<file path="src/rtl/pwm_pair_gen_if.sv">
// Decoder-to-PWM bus: the done strobe plus the two modulo remainders it qualifies.
interface pwm_pair_gen_if #(
  parameter int WIDTH = 7
);
  logic             enable;
  logic [WIDTH-1:0] A;
  logic [WIDTH-1:0] B;

  modport master (output enable, A, B);
  modport slave  (input  enable, A, B);
endinterface

</file>
<file path="src/rtl/pwm_pair_gen.sv">
// Two frame-synchronous PWM channels (periods PERIOD_A / PERIOD_B) whose duties are
// double-buffered so a duty change only ever takes effect at a frame boundary.
module pwm_pair_gen #(
  parameter int WIDTH    = 7,
  parameter int PERIOD_A = 80,
  parameter int PERIOD_B = 81
) (
  input  logic           clk,
  input  logic           reset,
  pwm_pair_gen_if.slave  dec,
  output logic           pwm_a,
  output logic           pwm_b,
  output logic           frame_a,
  output logic           frame_b,
  output logic           update_ack,
  output logic           running
);

  localparam logic [WIDTH-1:0] LAST_A = WIDTH'(PERIOD_A - 1);
  localparam logic [WIDTH-1:0] LAST_B = WIDTH'(PERIOD_B - 1);

  typedef enum logic [0:0] {IDLE, RUN} state_t;

  state_t           r_state, w_state_nxt;
  logic             r_en_d;
  logic [WIDTH-1:0] r_i_a, r_i_b, w_i_a_nxt, w_i_b_nxt;
  logic [WIDTH-1:0] r_duty_a, r_duty_b, w_duty_a_nxt, w_duty_b_nxt;
  logic [WIDTH-1:0] r_shadow_a, r_shadow_b, w_shadow_a_nxt, w_shadow_b_nxt;
  logic             r_pend_a, r_pend_b, w_pend_a_nxt, w_pend_b_nxt;
  logic             r_pwm_a, r_pwm_b, r_frame_a, r_frame_b, r_ack, r_running;
  logic             w_rise, w_wrap_a, w_wrap_b, w_run_nxt, w_ack_nxt;

  assign w_rise   = dec.enable & ~r_en_d;
  assign w_wrap_a = (r_i_a == LAST_A);
  assign w_wrap_b = (r_i_b == LAST_B);

  always_comb begin
    w_state_nxt    = r_state;
    w_i_a_nxt      = r_i_a;
    w_i_b_nxt      = r_i_b;
    w_duty_a_nxt   = r_duty_a;
    w_duty_b_nxt   = r_duty_b;
    w_shadow_a_nxt = r_shadow_a;
    w_shadow_b_nxt = r_shadow_b;
    w_pend_a_nxt   = r_pend_a;
    w_pend_b_nxt   = r_pend_b;
    w_ack_nxt      = 1'b0;
    case (r_state)
      IDLE: begin
        w_i_a_nxt = '0;
        w_i_b_nxt = '0;
        if (w_rise) begin
          w_state_nxt  = RUN;
          w_duty_a_nxt = dec.A;
          w_duty_b_nxt = dec.B;
          w_ack_nxt    = 1'b1;
        end
      end
      RUN: begin
        w_i_a_nxt = w_wrap_a ? '0 : r_i_a + WIDTH'(1);
        w_i_b_nxt = w_wrap_b ? '0 : r_i_b + WIDTH'(1);
        // A fresh capture takes priority over any commit due in the same cycle.
        if (w_rise) begin
          w_shadow_a_nxt = dec.A;
          w_shadow_b_nxt = dec.B;
          w_pend_a_nxt   = 1'b1;
          w_pend_b_nxt   = 1'b1;
        end else begin
          if (w_wrap_a && r_pend_a) begin
            w_duty_a_nxt = r_shadow_a;
            w_pend_a_nxt = 1'b0;
          end
          if (w_wrap_b && r_pend_b) begin
            w_duty_b_nxt = r_shadow_b;
            w_pend_b_nxt = 1'b0;
          end
          w_ack_nxt = (r_pend_a | r_pend_b) & ~w_pend_a_nxt & ~w_pend_b_nxt;
        end
      end
      default: w_state_nxt = IDLE;
    endcase
  end

  // Outputs are registered from next-state values so they line up with the counters.
  assign w_run_nxt = (w_state_nxt == RUN);

  always_ff @(posedge clk or negedge reset) begin
    if (!reset) begin
      r_state    <= IDLE;
      r_en_d     <= 1'b0;
      r_i_a      <= '0;
      r_i_b      <= '0;
      r_duty_a   <= '0;
      r_duty_b   <= '0;
      r_shadow_a <= '0;
      r_shadow_b <= '0;
      r_pend_a   <= 1'b0;
      r_pend_b   <= 1'b0;
      r_pwm_a    <= 1'b0;
      r_pwm_b    <= 1'b0;
      r_frame_a  <= 1'b0;
      r_frame_b  <= 1'b0;
      r_ack      <= 1'b0;
      r_running  <= 1'b0;
    end else begin
      r_state    <= w_state_nxt;
      r_en_d     <= dec.enable;
      r_i_a      <= w_i_a_nxt;
      r_i_b      <= w_i_b_nxt;
      r_duty_a   <= w_duty_a_nxt;
      r_duty_b   <= w_duty_b_nxt;
      r_shadow_a <= w_shadow_a_nxt;
      r_shadow_b <= w_shadow_b_nxt;
      r_pend_a   <= w_pend_a_nxt;
      r_pend_b   <= w_pend_b_nxt;
      r_pwm_a    <= w_run_nxt & (w_i_a_nxt < w_duty_a_nxt);
      r_pwm_b    <= w_run_nxt & (w_i_b_nxt < w_duty_b_nxt);
      r_frame_a  <= w_run_nxt & (w_i_a_nxt == '0);
      r_frame_b  <= w_run_nxt & (w_i_b_nxt == '0);
      r_ack      <= w_ack_nxt;
      r_running  <= w_run_nxt;
    end
  end

  assign pwm_a      = r_pwm_a;
  assign pwm_b      = r_pwm_b;
  assign frame_a    = r_frame_a;
  assign frame_b    = r_frame_b;
  assign update_ack = r_ack;
  assign running    = r_running;

endmodule

</file>
<file path="src/flat_wrapper.sv">
// flat-port wrapper written by rule: the top's interface ports become plain ports
module pwm_pair_gen_flat 
#(
  parameter int WIDTH    = 7,
  parameter int PERIOD_A = 80,
  parameter int PERIOD_B = 81
)
  (clk, reset, pwm_a, pwm_b, frame_a, frame_b, update_ack, running, dec_enable, dec_A, dec_B);
  pwm_pair_gen_if #(.WIDTH(WIDTH)) dec_i ();
  input  logic clk;
  input  logic reset;
  output logic pwm_a;
  output logic pwm_b;
  output logic frame_a;
  output logic frame_b;
  output logic update_ack;
  output logic running;
  input wire logic [$bits(dec_i.enable)-1:0] dec_enable;
  input wire logic [$bits(dec_i.A)-1:0] dec_A;
  input wire logic [$bits(dec_i.B)-1:0] dec_B;
  assign dec_i.enable = dec_enable;
  assign dec_i.A = dec_A;
  assign dec_i.B = dec_B;
  pwm_pair_gen #(.WIDTH(WIDTH), .PERIOD_A(PERIOD_A), .PERIOD_B(PERIOD_B)) u_core (.clk(clk), .reset(reset), .dec(dec_i), .pwm_a(pwm_a), .pwm_b(pwm_b), .frame_a(frame_a), .frame_b(frame_b), .update_ack(update_ack), .running(running));
endmodule
</file>
<file path="config.mk">
export PLATFORM = sky130hd
export DESIGN_NAME = pwm_pair_gen_flat
export DESIGN_NICKNAME = d
export VERILOG_FILES = /design/src/rtl/pwm_pair_gen_if.sv /design/src/rtl/pwm_pair_gen.sv /design/src/flat_wrapper.sv
export SDC_FILE = /design/constraint.sdc
export NUM_CORES = 1
export LEC_CHECK = 0
export CAP_MARGIN = 0
export CORE_MARGIN = 2
export CORE_UTILIZATION = 54
export DETAILED_ROUTE_END_ITERATION = 12
export PLACE_DENSITY = 0.74
export REMOVE_ABC_BUFFERS = 1
export SETUP_SLACK_MARGIN = 0.1
export SLEW_MARGIN = 20
export SYNTH_ARGS = -nofsm -noshare
export SYNTH_HDL_FRONTEND = slang
export SYNTH_SLANG_ARGS = --single-unit
</file>
<file path="constraint.sdc">
create_clock -name clk -period 4.55 [get_ports clk]
set_clock_uncertainty 0.15 [all_clocks]
set_input_delay 0.455 -clock clk [delete_from_list [all_inputs] [get_ports clk]]
set_output_delay 0.455 -clock clk [all_outputs]
set_load 0.02 [all_outputs]
</file>
# Word-level counts from Yosys, hierarchy flattened
# Cells that the tools add are included.
# op_classes
add_sub_neg	2
n_mul	0
div	0
n_lt_le_gt_ge	2
eq_ne	2
n_shift	0
mux	24
bitwise_logic	12
n_reduce_logical	5
# op_table
cell	count
7-bit 2-to-1 mux	8
7-bit case mux with 2 select lines	4
7-bit by 1-bit adder with 7-bit output, second input constant	2
7-bit equality test, second input constant	2
7-bit zero test	2
7-bit less-than comparator	2
1-bit 2-to-1 mux	11
1-bit AND	7
1-bit inverter	4
1-bit logical AND	2
1-bit case mux with 2 select lines	1
2-bit AND reduction	1
1-bit OR	1
# word_totals
regBits	51
latch_bits	0
mem_bits_rw	0
romBits	0
word_cells	62
n_memories	0

# Depth between registers and ports, before layout
# Gate-level depths: netlist of run 1.
# logic_depth
ltp_word	10
ltp_mapped	13
depth_no_buf	13

# Worst setup path after synthesis of run 1
# No wires, ideal clock.
# synth_path
path_kind	reg-to-reg
from	register u_core.r_i_b[0]
to	register u_core.r_pwm_b (netlist: u_core.pwm_b)
setup_ps	83
arrival_ps	2900
required_ps	4317
path_slack_ps	1418
stages_incl_launch_ff	13
n_path_buf	0
period_less_slack_ps	3132
path_cell_list	dfrtp_1 > inv_1 > ha_1 > nand4bb_4 > nor4_4 > mux2i_1 > mux2_4 > ha_1 > a21oi_1 > o21ai_0 > nor3_1 > or3b_2 > o21ai_0
# synth_between
elab_chain_cells	7
elab_cells_between_ends	10
cone_classes	add/sub: 1; order compare: 1; eq/ne: 1; mux: 5; bitwise: 1; reduce/logical: 1
# synth_lines
element	line	text
start, declared	pwm_pair_gen.sv:26	logic [WIDTH-1:0] r_i_a, r_i_b, w_i_a_nxt, w_i_b_nxt;
start signal, assigned	pwm_pair_gen.sv:109	r_i_b <= w_i_b_nxt;
parallel branches: the longest is 5 deep, another holds 7-bit by 1-bit adder with 7-bit output	-	
7-bit less-than comparator *	pwm_pair_gen.sv:117	r_pwm_b <= w_run_nxt & (w_i_b_nxt < w_duty_b_nxt);
1-bit AND *	pwm_pair_gen.sv:117	
end signal, assigned	pwm_pair_gen.sv:117	
end, declared	pwm_pair_gen.sv:30	logic r_pwm_a, r_pwm_b, r_frame_a, r_frame_b, r_ack, r_running;
# Every way passes the cells marked *.
# A chain may end at the register's enable or synchronous reset.

# Worst setup path in the final report of run 1
# Ends and elaborated chain as after synthesis.

==> summary.txt, run 1 <==
Power and ir drop
  – Leak Pwr: 1.51 nW
  – Tot Pwr: 1.88 mW
  – Worst vdd ir: 284 uV
  – PwrDens: 577 nW/um^2

Yosys
  – Post-Syn Instances: 254
  – Most common cell in the netlist: dfrtp_1
  – Area fraction in compound gates after synthesis: 8.02%
  – Post-Synthesis Cell Area: 2870 sq um
  – Largest cells by area after synthesis: dfrtp_1 (44%), mux2i_1 (12%), mux2_2 (7.8%)
  – Sequential share of the synthesized area: 44.5%
  – Yosys reg bits: 51
  – Xor/xnor share of the synthesized area: 3.05%
  – Mux cell area share after synthesis: 21.8%
  – Largest area contributor in the netlist: dfrtp_1
  – Simple-gate share of the synthesized area: 12.3%
  – Largest family of logic cells by synthesized area: multiplexers
  – Total of warnings raised by yosys: 0
  – Synth cell count leaders: dfrtp_1 (51), mux2i_1 (34), mux2_2 (20)
  – Most used DFF post-synth: dfrtp_1
  – Avg Inst Size Synth: 11.3 sq um
  – Cell variety after synth: 46
  – Fraction of registers with async set/reset: 100%
  – Synthesized-area fraction occupied by adder cells: 6.54%
  – EDFF count, synth: 0
  – Share of the synthesized area in the top cell type: 44.5%

Placed design
  – I/O Buffers: 22
  – Inst Count DP: 340
  – Routability Congestion: 0.765
  – HPWL Detailed: 3720 um
  – Placement Setup Slack: 0.835 ns
  – Cell area after placement: 3150 sq um

Detailed routing
  – Initial DRC count: 104
  – DRC viols: 0
  – ANT nets after route: 0
  – Routed vias: 1,910
  – 1st-pass router iterations: 4
  – Post-DR wirelength/cell: 14.8 um
  – Vias per inst: 5.49
  – Routed WL: 5150 um

CTS
  – CTS root buf: clkbuf_8
  – Worst skew pair latency: 0.30 ns
  – Hold_buf cts: 0
  – TritonCTS Buffers: 5
  – CTS H-tree lvls: 2
  – CTS tree: yes
  – CTS sink count: 51
  – Post-cts sizing count: 0
  – Post-CTS setup buffers: 0
  – Reg clk slew, reported paths: 0.09 ns
  – Clock Tree Buf Depth: 2

Timing
  – Max-slew violations: 0
  – Worst slew pin tran: 0.822 ns
  – Final Cycle Share: 76.0%
  – Setup repair after global routing missed its margin: no
  – Final hold vios: 0
  – Tmin final: 3.46 ns
  – FMAX: 289 MHz
  – Setup TNS: 0 ns
  – # setup viols final: 0
  – Worst Slack Setup Final: 1.09 ns
  – Worst slew margin: 45.2%
  – Final hold slack: 0.0844 ns

Layout
  – Fin util: 63.9%
  – Post-route insts no fill: 348
  – Area added between synthesis and finish: 13.7%
  – # nets final: 309
  – Share of cells above drive strength 1: 17.3%
  – Ant. Diodes: 0
  – Fill count: 407
  – Finished Cell Area: 3260 sq um

Global route
  – First-pass GRT wire length: 9050 um
  – GRT Util Overall: 19.3%
  – Pin count of the biggest net entering global routing: 52
  – Initial antenna violation count: 0
  – Total grt overflow: 0
  – Vias in the first global route: 1,931

Setup path
  – Required @ worst endpoint: 4.62 ns
  – Worst-path fanout max: 7
  – Critical path class: reg -> reg
  – Arr. time, crit path: 3.53 ns
  – Critical path endpoint category: flip-flop
  – Crit start category: flip-flop

Die
  – Core Rows: 26
  – Die W: 76.9 um
  – Io pins: 23
  – Die ar.: 5910 sq um
  – Die H: 76.9 um
  – Area of the core: 5110 sq um
  – Starting Density: 56.2%

Outcome
  – Outcome: finished, final reports clean

Flow run
  – # Max-Cap Violations: 0

Hold path
  – Hold WC Path Type: in -> async
[layout make-up]
| type | instances | area (sq um) | area share (%) |
|---|---|---|---|
| sequential | 51 | 1280 | 39.1 |
| multi-input combinational | 179 | 1490 | 45.6 |
| tap | 70 | 87.6 | 2.68 |
| timing repair buffer | 25 | 238 | 7.29 |
| clock buffer | 6 | 82.6 | 2.53 |
| clock inverter | 2 | 35.0 | 1.07 |
| inverter | 15 | 56.3 | 1.73 |
[layout by cell type, fill, tap and decap left out, types with 6 or more instances in the layout]
cell / netlist / layout
a21oi_1: 8 / 8
clkbuf_8: 0 / 6
clkdlybuf4s50_1: 0 / 21
dfrtp_1: 51 / 51
ha_1: 15 / 15
inv_1: 11 / 11
mux2_2: 20 / 20
mux2i_1: 34 / 34
nand2_1: 12 / 12
nand3_1: 7 / 7
nor2_1: 12 / 12
o21ai_0: 10 / 10
xor2_1: 6 / 6
[worst max-delay path, stage by stage (launching register included)]
cell,delay [ns]
dfrtp_1,0.43
inv_1,0.07
ha_1,0.19
nand4bb_4,0.17
nor4_4,0.59
mux2i_1,0.15
mux2_4,0.29
ha_1,0.33
a21oi_1,0.15
o21ai_0,0.08
nor3_1,0.19
or3b_2,0.46
o21ai_0,0.14
[power breakdown]
group          total [mW]  internal (mW)  switching, mW
Clock               0.321          0.178          0.143
Sequential          0.736          0.601          0.135
Combinational       0.826          0.400          0.425
Total                1.88           1.18          0.704
[cell families after synthesis]
family | count (synthesis)
mux | 58
compound gates | 34
flops | 51
buf+inv | 24
xor+xnor | 10
fa+ha+maj | 15
simple gates | 62
[final timing paths]
check / endpoint / start / slack [ns] / cells after the start
setup / recovery: u_core.pwm_b$_DFF_PN0_ / u_core.r_i_b[0]$_DFF_PN0_ / 1.09 / 12
min in group clk: u_core.r_shadow_b[4]$_DFFE_PN0P_ / u_core.r_shadow_b[4]$_DFFE_PN0P_ / 0.36 / 1
setup reg to reg: u_core.pwm_b$_DFF_PN0_ / u_core.r_i_b[0]$_DFF_PN0_ / 1.09 / 12
hold reg to reg: u_core.r_shadow_b[4]$_DFFE_PN0P_ / u_core.r_shadow_b[4]$_DFFE_PN0P_ / 0.36 / 1
max in group asynchronous: u_core.r_duty_b[0]$_DFF_PN0_ / reset / 3.73 / 2
hold / removal: u_core.r_shadow_a[4]$_DFFE_PN0P_ / reset / 0.08 / 2
[per-layer routing]
layer | vias up | part of all wire, % | track usage [%]
met1 | 907 | 49 | 28.1
met2 | 36 | 46 | 29.0
met4 | 0 | 1.4 | 7.82
met3 | 5 | 3.2 | 2.71
li1 | 962 | - | -
met5 | - | 0 | 0
[flip-flops by register name, summed over array words and instances, names as in the netlist]
| register | cells |
|---|---|
| u_core.frame_b | 1 |
| u_core.r_i_a | 7 |
| u_core.frame_a | 1 |
| u_core.r_duty_a | 7 |
| u_core.pwm_b | 1 |
| u_core.r_pend_b | 1 |
| u_core.r_pend_a | 1 |
| u_core.r_en_d | 1 |
| u_core.r_shadow_b | 7 |
| u_core.r_duty_b | 7 |
| u_core.update_ack | 1 |
| u_core.r_i_b | 7 |
| u_core.r_shadow_a | 7 |
| u_core.pwm_a | 1 |
| u_core.r_state | 1 |
(Power assumes the default switching activity.)
==> inputs of run 2 (changes only) <==
==> constraint.sdc (replaced) <==
create_clock -name clk -period 3.3 [get_ports clk]
set_clock_uncertainty 0.15 [all_clocks]
set_input_delay 0.33 -clock clk [delete_from_list [all_inputs] [get_ports clk]]
set_output_delay 0.33 -clock clk [all_outputs]
set_load 0.02 [all_outputs]
==> summary.txt, run 2 (synthesis gave the netlist of run 1 again) <==
Power and ir drop
  – PwrDens: 777 nW/um^2
  – Leak Pwr: 1.57 nW
  – Tot Pwr: 2.62 mW
  – Worst vdd ir: 370 uV

Placed design
  – Cell area after placement: 3210 sq um
  – I/O Buffers: 22
  – Inst Count DP: 348
  – HPWL Detailed: 4070 um
  – Routability Congestion: 0.831
  – Placement Setup Slack: -0.0801 ns

Detailed routing
  – DRC viols: 0
  – Vias per inst: 5.55
  – 1st-pass router iterations: 4
  – ANT nets after route: 0
  – Initial DRC count: 133
  – Post-DR wirelength/cell: 15.3 um
  – Routed vias: 2,004
  – Routed WL: 5530 um

Global route
  – GRT Util Overall: 21.1%
  – Total grt overflow: 0
  – Initial antenna violation count: 0
  – First-pass GRT wire length: 9930 um
  – Pin count of the biggest net entering global routing: 34
  – Vias in the first global route: 2,102

Layout
  – FF/Latch Area: 1280 sq um
  – Share of cells above drive strength 1: 21.6%
  – Multi-input gate area: 1510 sq um
  – Fill count: 418
  – Finished Cell Area: 3370 sq um
  – Fin util: 66.0%
  – Area added between synthesis and finish: 17.4%
  – Most frequent cells in the layout: dfrtp_1 (51), mux2i_1 (34), clkdlybuf4s50_1 (21)
  – Commonest non-fill, non-tap cell in the layout: dfrtp_1
  – # nets final: 322
  – Post-route insts no fill: 361
  – Ant. Diodes: 0

Hold path
  – Hold WC Path Type: reg -> reg

Timing
  – Final hold vios: 0
  – Worst Slack Setup Final: 0.270 ns
  – FMAX: 330 MHz
  – # setup viols final: 0
  – Worst slew margin: 50.2%
  – Worst slew pin tran: 0.745 ns
  – Setup repair after global routing missed its margin: yes
  – Tmin final: 3.03 ns
  – Final Cycle Share: 91.8%
  – Setup TNS: 0 ns
  – Max-slew violations: 0
  – Final hold slack: 0.352 ns

Die
  – Area of the core: 5110 sq um
  – Starting Density: 56.2%
  – Die H: 76.9 um
  – Die W: 76.9 um
  – Core Rows: 26
  – Io pins: 23
  – Die ar.: 5910 sq um

CTS
  – CTS root buf: clkbuf_8
  – TritonCTS Buffers: 5
  – Reg clk slew, reported paths: 0.09 ns
  – CTS H-tree lvls: 2
  – CTS tree: yes
  – Clock Tree Buf Depth: 2
  – Worst skew pair latency: 0.30 ns
  – CTS sink count: 51

Setup path
  – Crit start category: flip-flop
  – Worst r2r src: u_core.r_i_b[1]$_DFF_PN0_
  – Flop2flop setup slack: 0.27 ns
  – Arr. time, crit path: 3.11 ns
  – RR Endpoint: u_core.pwm_b$_DFF_PN0_
  – Critical path endpoint category: flip-flop
  – R2R depth: 13
  – Required @ worst endpoint: 3.38 ns
  – Critical Path Start: u_core.r_i_b[1]$_DFF_PN0_
  – Critical path endpoint: u_core.pwm_b$_DFF_PN0_
  – Worst-path fanout max: 3
  – Critical path class: reg -> reg

Flow run
  – # Max-Cap Violations: 0

Outcome
  – Outcome: finished, final reports clean
-- run 2: metal layers --
| metal | GRT usage (%) | vias to the layer above | routed length, um |
|---|---|---|---|
| met5 | 0 | - | 0 |
| met4 | 8.18 | 0 | 93 |
| met3 | 3.65 | 8 | 140 |
| met2 | 32.6 | 30 | 2630 |
| met1 | 29.8 | 977 | 2670 |
| li1 | - | 989 | - |
-- run 2: worst min-delay path by stage --
stage / start / to / slack (ns) / cells after the start
after global routing: u_core.r_shadow_b[0]$_DFFE_PN0P_ / u_core.r_shadow_b[0]$_DFFE_PN0P_ / 0.39 / 1
after CTS: u_core.r_shadow_a[0]$_DFFE_PN0P_ / u_core.r_shadow_a[0]$_DFFE_PN0P_ / 0.36 / 1
after detailed placement: reset / u_core.r_shadow_a[4]$_DFFE_PN0P_ / 0.27 / 1
after global placement: reset / u_core.r_shadow_a[4]$_DFFE_PN0P_ / 0.27 / 1
final: u_core.r_shadow_a[0]$_DFFE_PN0P_ / u_core.r_shadow_a[0]$_DFFE_PN0P_ / 0.35 / 1
after floorplan: reset / u_core.frame_a$_DFF_PN0_ / -0.12 / 0
-- run 2: report_power, final --
| group | switching [mW] | internal [mW] |
|---|---|---|
| Sequential | 0.173 | 0.829 |
| Combinational | 0.628 | 0.598 |
| Clock | 0.200 | 0.192 |
-- run 2: layout make-up --
type                    instances  area share, %
clock buffers                   8           2.97
repair buffers                 38           10.0
flip-flops and latches         51           37.9
multi-input cells             179           44.9
well taps                      70           2.60
inverters                      15           1.67
-- run 2: critical path: stages (launching register included) --
cell and delay (ns):
dfrtp_1 0.39, inv_1 0.06, ha_1 0.17, nand4bb_4 0.14, nor4_4 0.25, buf_4 0.18
mux2i_1 0.07, mux2_4 0.29, ha_4 0.25, a21oi_1 0.14, o21ai_0 0.09, nor3_1 0.17
or3b_2 0.45, o21ai_0 0.15
-- run 2: timing repair --
| item | 4_1_cts | 5_1_grt |
|---|---|---|
| gates cloned | 0 | 0 |
| pin swaps | 2 | 2 |
| setup buffers | 3 | 1 |
| setup endpoints to repair | 1 | 2 |
| hold endpoints to repair | 32 | 0 |
| hold buffers | 1 | 0 |
| resized for setup | 1 | 3 |
